===== src/rtl/acc_out_serializer.sv =====
// Captures whole accelerator result vectors into a small vector FIFO and
// streams them out as fixed-width beats over valid/ready, flagging dropped vectors.
module acc_out_serializer #(
  parameter int outputElements = 32,
  parameter int outputBits     = 4,
  parameter int beatElements   = 8,
  parameter int fifoDepth      = 2,
  localparam int numBeats      = outputElements / beatElements,
  localparam int beatIdxBits   = (numBeats > 1) ? $clog2(numBeats) : 1,
  localparam int cntBits       = $clog2(fifoDepth + 1)
) (
  input  logic                                        clk,
  input  logic                                        nrst,
  input  logic                                        valid_i,
  input  logic [outputElements-1:0][outputBits-1:0]   mac_data_i,
  input  logic                                        clear_i,
  output logic                                        out_valid_o,
  input  logic                                        out_ready_i,
  output logic [beatElements-1:0][outputBits-1:0]     out_data_o,
  output logic                                        out_last_o,
  output logic [beatIdxBits-1:0]                      out_beat_idx_o,
  output logic [cntBits-1:0]                          fifo_count_o,
  output logic                                        overflow_o
);

  localparam int vecW    = outputElements * outputBits;
  localparam int beatW   = beatElements * outputBits;
  localparam int ptrBits = $clog2(fifoDepth);

  if (outputElements % beatElements != 0) begin : g_bad_beat
    $fatal(1, "acc_out_serializer: outputElements must be a multiple of beatElements");
  end
  if (fifoDepth < 2 || (fifoDepth & (fifoDepth - 1)) != 0) begin : g_bad_depth
    $fatal(1, "acc_out_serializer: fifoDepth must be a power of two >= 2");
  end

  typedef enum logic {S_EMPTY, S_STREAM} state_t;

  state_t                 state_q, state_d;
  logic [ptrBits-1:0]     wptr_q, rptr_q;
  logic [cntBits-1:0]     count_q, count_d;
  logic [beatIdxBits-1:0] beat_q, beat_d;
  logic                   ovf_q, ovf_d;
  logic                   hs, last_beat, pop, full, wr, drop;
  logic [vecW-1:0]        mem [fifoDepth];
  logic [vecW-1:0]        head;
  int                     base;

  always_ff @(posedge clk or negedge nrst) begin
    if (!nrst) begin
      state_q <= S_EMPTY;
      wptr_q  <= '0;
      rptr_q  <= '0;
      count_q <= '0;
      beat_q  <= '0;
      ovf_q   <= 1'b0;
    end else begin
      state_q <= state_d;
      count_q <= count_d;
      beat_q  <= beat_d;
      ovf_q   <= ovf_d;
      if (wr)  wptr_q <= wptr_q + ptrBits'(1);
      if (pop) rptr_q <= rptr_q + ptrBits'(1);
    end
  end

  // Vector storage carries data only, so it is left out of reset.
  always_ff @(posedge clk) begin
    if (wr) mem[wptr_q] <= mac_data_i;
  end

  always_comb begin
    state_d     = state_q;
    count_d     = count_q;
    beat_d      = beat_q;
    ovf_d       = ovf_q;
    out_valid_o = (state_q == S_STREAM);
    last_beat   = (beat_q == beatIdxBits'(numBeats - 1));
    hs          = out_valid_o && out_ready_i;
    pop         = hs && last_beat;
    full        = (count_q == cntBits'(fifoDepth));
    // A pop in the same cycle frees the slot a full FIFO would otherwise refuse.
    wr          = valid_i && (!full || pop);
    drop        = valid_i && full && !pop;
    out_last_o  = out_valid_o && last_beat;

    if (hs) beat_d = last_beat ? '0 : beat_q + beatIdxBits'(1);

    case ({wr, pop})
      2'b10:   count_d = count_q + cntBits'(1);
      2'b01:   count_d = count_q - cntBits'(1);
      default: count_d = count_q;
    endcase

    if (drop)         ovf_d = 1'b1;
    else if (clear_i) ovf_d = 1'b0;

    state_d = (count_d != '0) ? S_STREAM : S_EMPTY;
  end

  always_comb begin
    head       = mem[rptr_q];
    base       = int'(beat_q) * beatW;
    out_data_o = head[base +: beatW];
  end

  assign out_beat_idx_o = beat_q;
  assign fifo_count_o   = count_q;
  assign overflow_o     = ovf_q;

endmodule


===== config.mk =====
export PLATFORM = sky130hd
export DESIGN_NAME = acc_out_serializer
export DESIGN_NICKNAME = d
export VERILOG_FILES = /design/src/rtl/acc_out_serializer.sv
export SDC_FILE = /design/constraint.sdc
export NUM_CORES = 1
export LEC_CHECK = 0
export ABC_AREA = 1
export CAP_MARGIN = 20
export CORE_ASPECT_RATIO = 0.75
export CORE_MARGIN = 10
export CORE_UTILIZATION = 30
export DETAILED_ROUTE_END_ITERATION = 12
export GPL_ROUTABILITY_DRIVEN = 0
export SLEW_MARGIN = 5
export SYNTH_ARGS = -nofsm -noshare
export SYNTH_HDL_FRONTEND = slang
export SYNTH_SLANG_ARGS = --single-unit

===== constraint.sdc =====
create_clock -name clk -period 18.05 [get_ports clk]
set_input_delay 1.805 -clock clk [delete_from_list [all_inputs] [get_ports clk]]
set_output_delay 1.805 -clock clk [all_outputs]
set_load 0.005 [all_outputs]

==> impl_results.md <==
* Synth Area in Adders at 0.120%
* Layout cell share with drive strength beyond 1 at 4.94%
* Largest net degree at the start of global routing at 71
* Clock network fraction of total power at 24.6%
* Antenna violations before repair at 2
* Worst slack on hold paths at around 530 ps
* TritonCTS clock tree: built
* Number of max-slew violations in the final report at 0
* Net count after synthesis at between 900 and 1000
* Cell total after placement at 1414
* Clock sinks at 264
* DP Wirelength at 15900 um
* Post-detailed-route via-to-cell ratio at 4.63
* Die area at 0.0426 mm^2
* Transition time at the pin with the least slew margin at 1010 ps
* Clk slew on worst S/H paths at 60 ps
* Yosys reg bits at 264
* Most frequently used flop master after synthesis: sky130_fd_sc_hd__edfxtp_1
* Post-Route Skew at 7.16 ps
* Overall power after layout at between 2 and 2.5 mW
* Global route overflow at 0
* Fraction of power consumed by combinational cells at between 30% and 40%
* Sequential-to-total area share from yosys stat at around 76%
* Post-Route Utilization at about two fifths
* Sw Ratio at between 30% and 40%
* Fraction of synthesized cell area in xor and xnor cells at less than 1%
* Run status: completed
* Slew margin rel. at ~32%
* Synth Area in Compound Gates at 9.51%
* Hold_buf cts at 0
* Post-synthesis cell type count at 21
* TritonCTS buffer count at 28
* Basic-gate share of the synthesized area counting and, or, nand and nor cells at 11.4%
* Count of synthesis-stage warnings from yosys at 0
* Post-route setup slack at 12490 ps
* Endpoint type of the worst setup path: output port
* Final Hold Vio Count at 0
* DR DRC count at 0
* Combinational family with the most area after synthesis: simple AND/OR/NAND/NOR gates
* Total Wirelength at 26200 um
* Total negative setup slack at 0 ps
* Drt initial violations at between 400 and 500
* Post-synthesis cell count at 835
* Total of cells resized after clock tree synthesis at 0
* Area of the core region at 0.0339 mm^2
* Clock period minus final worst setup slack at 5560 ps
* Largest fanout on the critical path at 67
* Area post-placement at 0.0125 mm^2
* Setup bufs post-CTS at 0
* First-pass detailed-route iteration total at 5
* Worst EP arrival at between 3000 and 4000 ps
* Area of all placed cells without fillers at between 0.01 and 0.015 mm^2
* Area delta synth->final at 28.2%
* Number of vias after detailed routing at 6769
* Area taken by flip-flops and latches at 0.00790 mm^2
* Power Density at 165 mW/mm^2
* Number of top-level design ports at about 170
* Source-to-sink clock delay at the later pin of the worst-skew pair at 540 ps
* H-tree levels at 1
* Die width at roughly 240 um
* Post-Synthesis Mean Instance Area at 12.5 um^2
* Initial Util at a little under a third
* Post-placement setup slack at between 10000 and 15000 ps
* Share of cell area taken by muxes after synthesis at 0%
* CTS Buffer Depth at 3
* Clk root buf: sky130_fd_sc_hd__clkbuf_16
* Most used standard cell by instance count after synthesis: sky130_fd_sc_hd__edfxtp_1
* Number of routed nets with antenna violations at 0
* Type of the most critical hold path: reg2reg
* Largest area contributor in the netlist: sky130_fd_sc_hd__edfxtp_1
* EDFF count, synth at 256
* Filler Cells Inserted at 3195
* Required time at the endpoint of the critical path at 16240 ps
* Post-synth top area share at approximately three quarters
* Most used standard cells in the synthesized netlist: sky130_fd_sc_hd__edfxtp_1 (256), sky130_fd_sc_hd__nor2_1 (195), sky130_fd_sc_hd__o21ai_0 (138)
* Leakage power figure at 4.59 nW
* Setup violations, final at 0
* GRT Resource Usage Total at 12.0%
* Share of power burned in registers at 42.4%
* Count of maximum capacitance violations at 0
* Category of the most critical setup path: reg2out
* Final worst path period share at 30.8%
* Peak ir drop on the vdd network at 0.0900 mV
* Vertical die dimension at between 150 and 200 um
* Final standard cell count with taps included and fillers excluded at 1463
* Critical Path Start Type: register
* Max Freq at between 150 and 200 MHz
* Footprint of the multi-input gates at 0.00221 mm^2
* Drt wl/cell at ~18 um
* Vias in the first global route at approximately 6900
* Synth top area cells: sky130_fd_sc_hd__edfxtp_1 (74%), sky130_fd_sc_hd__nor2_1 (7.0%), sky130_fd_sc_hd__o21ai_0 (6.6%)
* Post-Syn Area at ~0.010 mm^2
* Cell Rows at 58
* Port Buffer Count at 171
* Wire length of the first global-routing pass at 40500 um
* Unrepaired setup endpoints after global routing: no
* Number of nets in the layout at 1128
* Async set-reset flop share out of synthesis at 3.03%
* Net load switching power at 746 uW
* Int Pwr at 1.46 mW
power by group through the flow:
stage | sequential [mW] | combinational (mW) | clock, mW
after floorplan | 0.910 | 0.466 | 0
after global placement | 0.948 | 0.740 | 0
after detailed placement | 0.951 | 0.743 | 0
after CTS | 0.939 | 0.748 | 0.562
after global routing | 0.954 | 0.831 | 0.586
final | 0.936 | 0.726 | 0.543
registers in the layout (all words and copies together) (netlist names):
| register | flops |
|---|---|
| mem | 256 |
| fifo_count_o | 2 |
| out_beat_idx_o | 2 |
| out_valid_o | 1 |
| overflow_o | 1 |
| rptr_q | 1 |
| wptr_q | 1 |
layer usage:
metal,part of all wire (%),GRT usage (%),vias to the layer above
met5,0,0,-
met2,45,18.7,176
met3,5.8,3.26,37
met4,1.9,2.78,0
met1,47,16.1,3295
li1,-,-,3261
placed cells by master (no fill, tap or decap), types with 2 or more instances in the layout:
cell type	n
sky130_fd_sc_hd__edfxtp_1	256
sky130_fd_sc_hd__nor2_1	193
sky130_fd_sc_hd__clkdlybuf4s50_1	171
sky130_fd_sc_hd__o21ai_0	138
sky130_fd_sc_hd__nand2_1	110
sky130_fd_sc_hd__o21ai_1	56
sky130_fd_sc_hd__clkbuf_16	29
sky130_fd_sc_hd__inv_1	9
sky130_fd_sc_hd__clkinv_1	8
sky130_fd_sc_hd__buf_4	7
sky130_fd_sc_hd__nand3_1	6
sky130_fd_sc_hd__dfrtp_1	5
sky130_fd_sc_hd__clkbuf_1	4
sky130_fd_sc_hd__clkinv_2	3
sky130_fd_sc_hd__nor2_4	2
sky130_fd_sc_hd__bufinv_16	2
sky130_fd_sc_hd__dfrtp_4	2
layout make-up:
type | instances | share of cell area [%]
Antenna cell | 1 | 0.0188
Clock buffer | 33 | 5.55
Clock inverter | 15 | 0.910
Inverter | 11 | 0.328
Multi-Input combinational cell | 511 | 16.5
Sequential cell | 264 | 59.2
Tap cell | 450 | 4.22
Timing Repair Buffer | 178 | 13.2
worst max-delay path, stage by stage (launching register included):
cell and delay [ps]:
sky130_fd_sc_hd__dfrtp_4 710, sky130_fd_sc_hd__inv_4 620, sky130_fd_sc_hd__buf_4 710, sky130_fd_sc_hd__o21ai_0 180, sky130_fd_sc_hd__o21ai_0 110, sky130_fd_sc_hd__nand2_1 120
sky130_fd_sc_hd__nand2_1 120, sky130_fd_sc_hd__clkdlybuf4s50_1 510
final timing paths:
path / to / start / slack [ps] / cells after the start
worst max-delay path: out_data_o[22] / rptr_q / 12490 / 7
worst min-delay path: overflow_o / overflow_o / 530 / 2
worst max register to register: mem[1][124] / out_beat_idx_o[1] / 14030 / 7
worst min register to register: overflow_o / overflow_o / 530 / 2
max in group asynchronous: rptr_q / nrst / 16150 / 1
min in group asynchronous: out_beat_idx_o[0] / nrst / 1560 / 1
cell families (layout without fill, tap and decap cells):
logic type      count (synthesis)  after routing
xor+xnor                        1              1
simple gates                  312            312
flops                         264            264
compound gates                197            197
buf+inv                        60            237
other cells                     0              1
fa+ha+maj                       1              1
Note: power is estimated with default switching activity, not from simulation.
==> edit: new RTL, same flow settings <==
Reset style: synchronous (`nrst`), changed in one clocked block.
--- a/src/rtl/acc_out_serializer.sv
+++ b/src/rtl/acc_out_serializer.sv
@@ -48,3 +48,3 @@
 
-  always_ff @(posedge clk or negedge nrst) begin
+  always_ff @(posedge clk) begin
     if (!nrst) begin
Behaviour: differs if nrst is asserted again (counterexample within 4 cycles, from zero or initial values and one cycle with nrst low); with nrst held inactive, the same outputs for 4 cycles.
==> edit against the unedited design <==
Synthesized area shrank 1.1%. Global-route usage grew 1.0 points. Register-to-register slack lost 20 ps. Count of clock-buffer cells in the layout grew 2. Fmax grew 4.9%. Setup slack gained 260 ps. Wire length grew 7.8%. Critical path type unchanged. Sequential cell count grew 1. Design area shrank 0.57%. Worst hold slack lost 50 ps. Critical endpoint is now out_data_o[12]. Largest cell class unchanged.
Power is not compared: it rests on default switching activity, and its combinational part moved more than twofold at a synthesized area within 25%.
==> edit: results <==
{
  "status": "finished clean",
  "place_area_mm2": 0.0123,
  "reg2reg_setup_slack_ps": 14010,
  "synth_area_leaders": "edfxtp_1 (75%), nor2_1 (4.8%), nand2_1 (4.0%)",
  "placedCellCount": 1360,
  "antenna_found_initial": 8,
  "wl_met2_um": 12700,
  "wl_met3_um": 2060,
  "track_usage_pct": 13.0,
  "r2r_cells": 8,
  "nMultiInputCombCells": 452,
  "grt_pass1_vias": 6599,
  "synth_cell_types": 22,
  "r2r_end": "mem[1][117]$_DFFE_PP_",
  "drt_iter0_drc": 626,
  "grt_pass1_wl_um": 42200,
  "sh_seq_area_pct": 59.4,
  "pre_cts_ws_ps": 13110,
  "synth_xor_area_share_pct": 0.0851,
  "arrival_ps": 3500,
  "yosys-top-cells-count": "edfxtp_1 (256), nor2_1 (133), nand2_1 (109), o21ai_1 (73), o22ai_1 (64)",
  "diodes": 6,
  "ys_seq_area_share_pct": 76.4,
  "final_util_pct": 39.4,
  "slowest_delay_ps": 670,
  "ys_async_sr_fraction_pct": 0,
  "top_layer_used": "met5",
  "clkbuf_count": 35,
  "fill_cells": 3213,
  "timing.rr.start": "out_beat_idx_o[0]$_SDFFE_PN0P_",
  "fin_crit_sh_pct": 29.4,
  "routed_via_density": 4.77,
  "fin_nets": 1074,
  "syn_to_final_growth_pct": 28.8,
  "finClkSkew_ps": 9.60,
  "n_all_buffers": 181,
  "num_vias": 6761,
  "clock-sinks": 265,
  "worstMarginPinSlew_ps": 1060
}
-- edit: cell types whose count changed in the layout (fill, tap and decap cells not counted), moves of 2 or more --
| cell | unedited run | this run |
|---|---|---|
| a21oi_1 | 1 | 4 |
| buf_4 | 7 | 10 |
| clkbuf_1 | 4 | 6 |
| clkinv_2 | 3 | 5 |
| dfrtp_1 | 5 | 0 |
| dfrtp_4 | 2 | 0 |
| dfxtp_1 | 0 | 7 |
| diode_2 | 1 | 6 |
| nand3_1 | 6 | 8 |
| nor2_1 | 193 | 131 |
| o21ai_0 | 138 | 57 |
| o21ai_1 | 56 | 73 |
| o22ai_1 | 1 | 64 |
-- edit: routing by layer --
layer | GRT usage [%] | vias to the layer above
li1 | - | 3186
met1 | 18.1 | 3303
met2 | 19.5 | 230
met3 | 3.30 | 38
met4 | 3.76 | 4
met5 | 0 | -
-- edit: worst min-delay path, stage by stage (launching register included) --
cell	delay [ps]
dfxtp_1	310
nand2_1	60
a21oi_1	60
-- edit: how the worst min path moves through the flow --
stage                                  startpoint                       to  cells past startpoint
after global placement    overflow_o$_SDFFE_PN0P_  overflow_o$_SDFFE_PN0P_                      2
after detailed placement  overflow_o$_SDFFE_PN0P_  overflow_o$_SDFFE_PN0P_                      2
after CTS                 overflow_o$_SDFFE_PN0P_  overflow_o$_SDFFE_PN0P_                      2
final                     overflow_o$_SDFFE_PN0P_  overflow_o$_SDFFE_PN0P_                      2
after global routing      overflow_o$_SDFFE_PN0P_  overflow_o$_SDFFE_PN0P_                      2
after floorplan               wptr_q$_SDFFE_PN0P_      wptr_q$_SDFFE_PN0P_                      2
-- edit: power by group --
part | switching, mW | internal (mW)
logic | 0.0951 | 0.0770
clock network | 0.228 | 0.335
registers | 0.0106 | 0.722
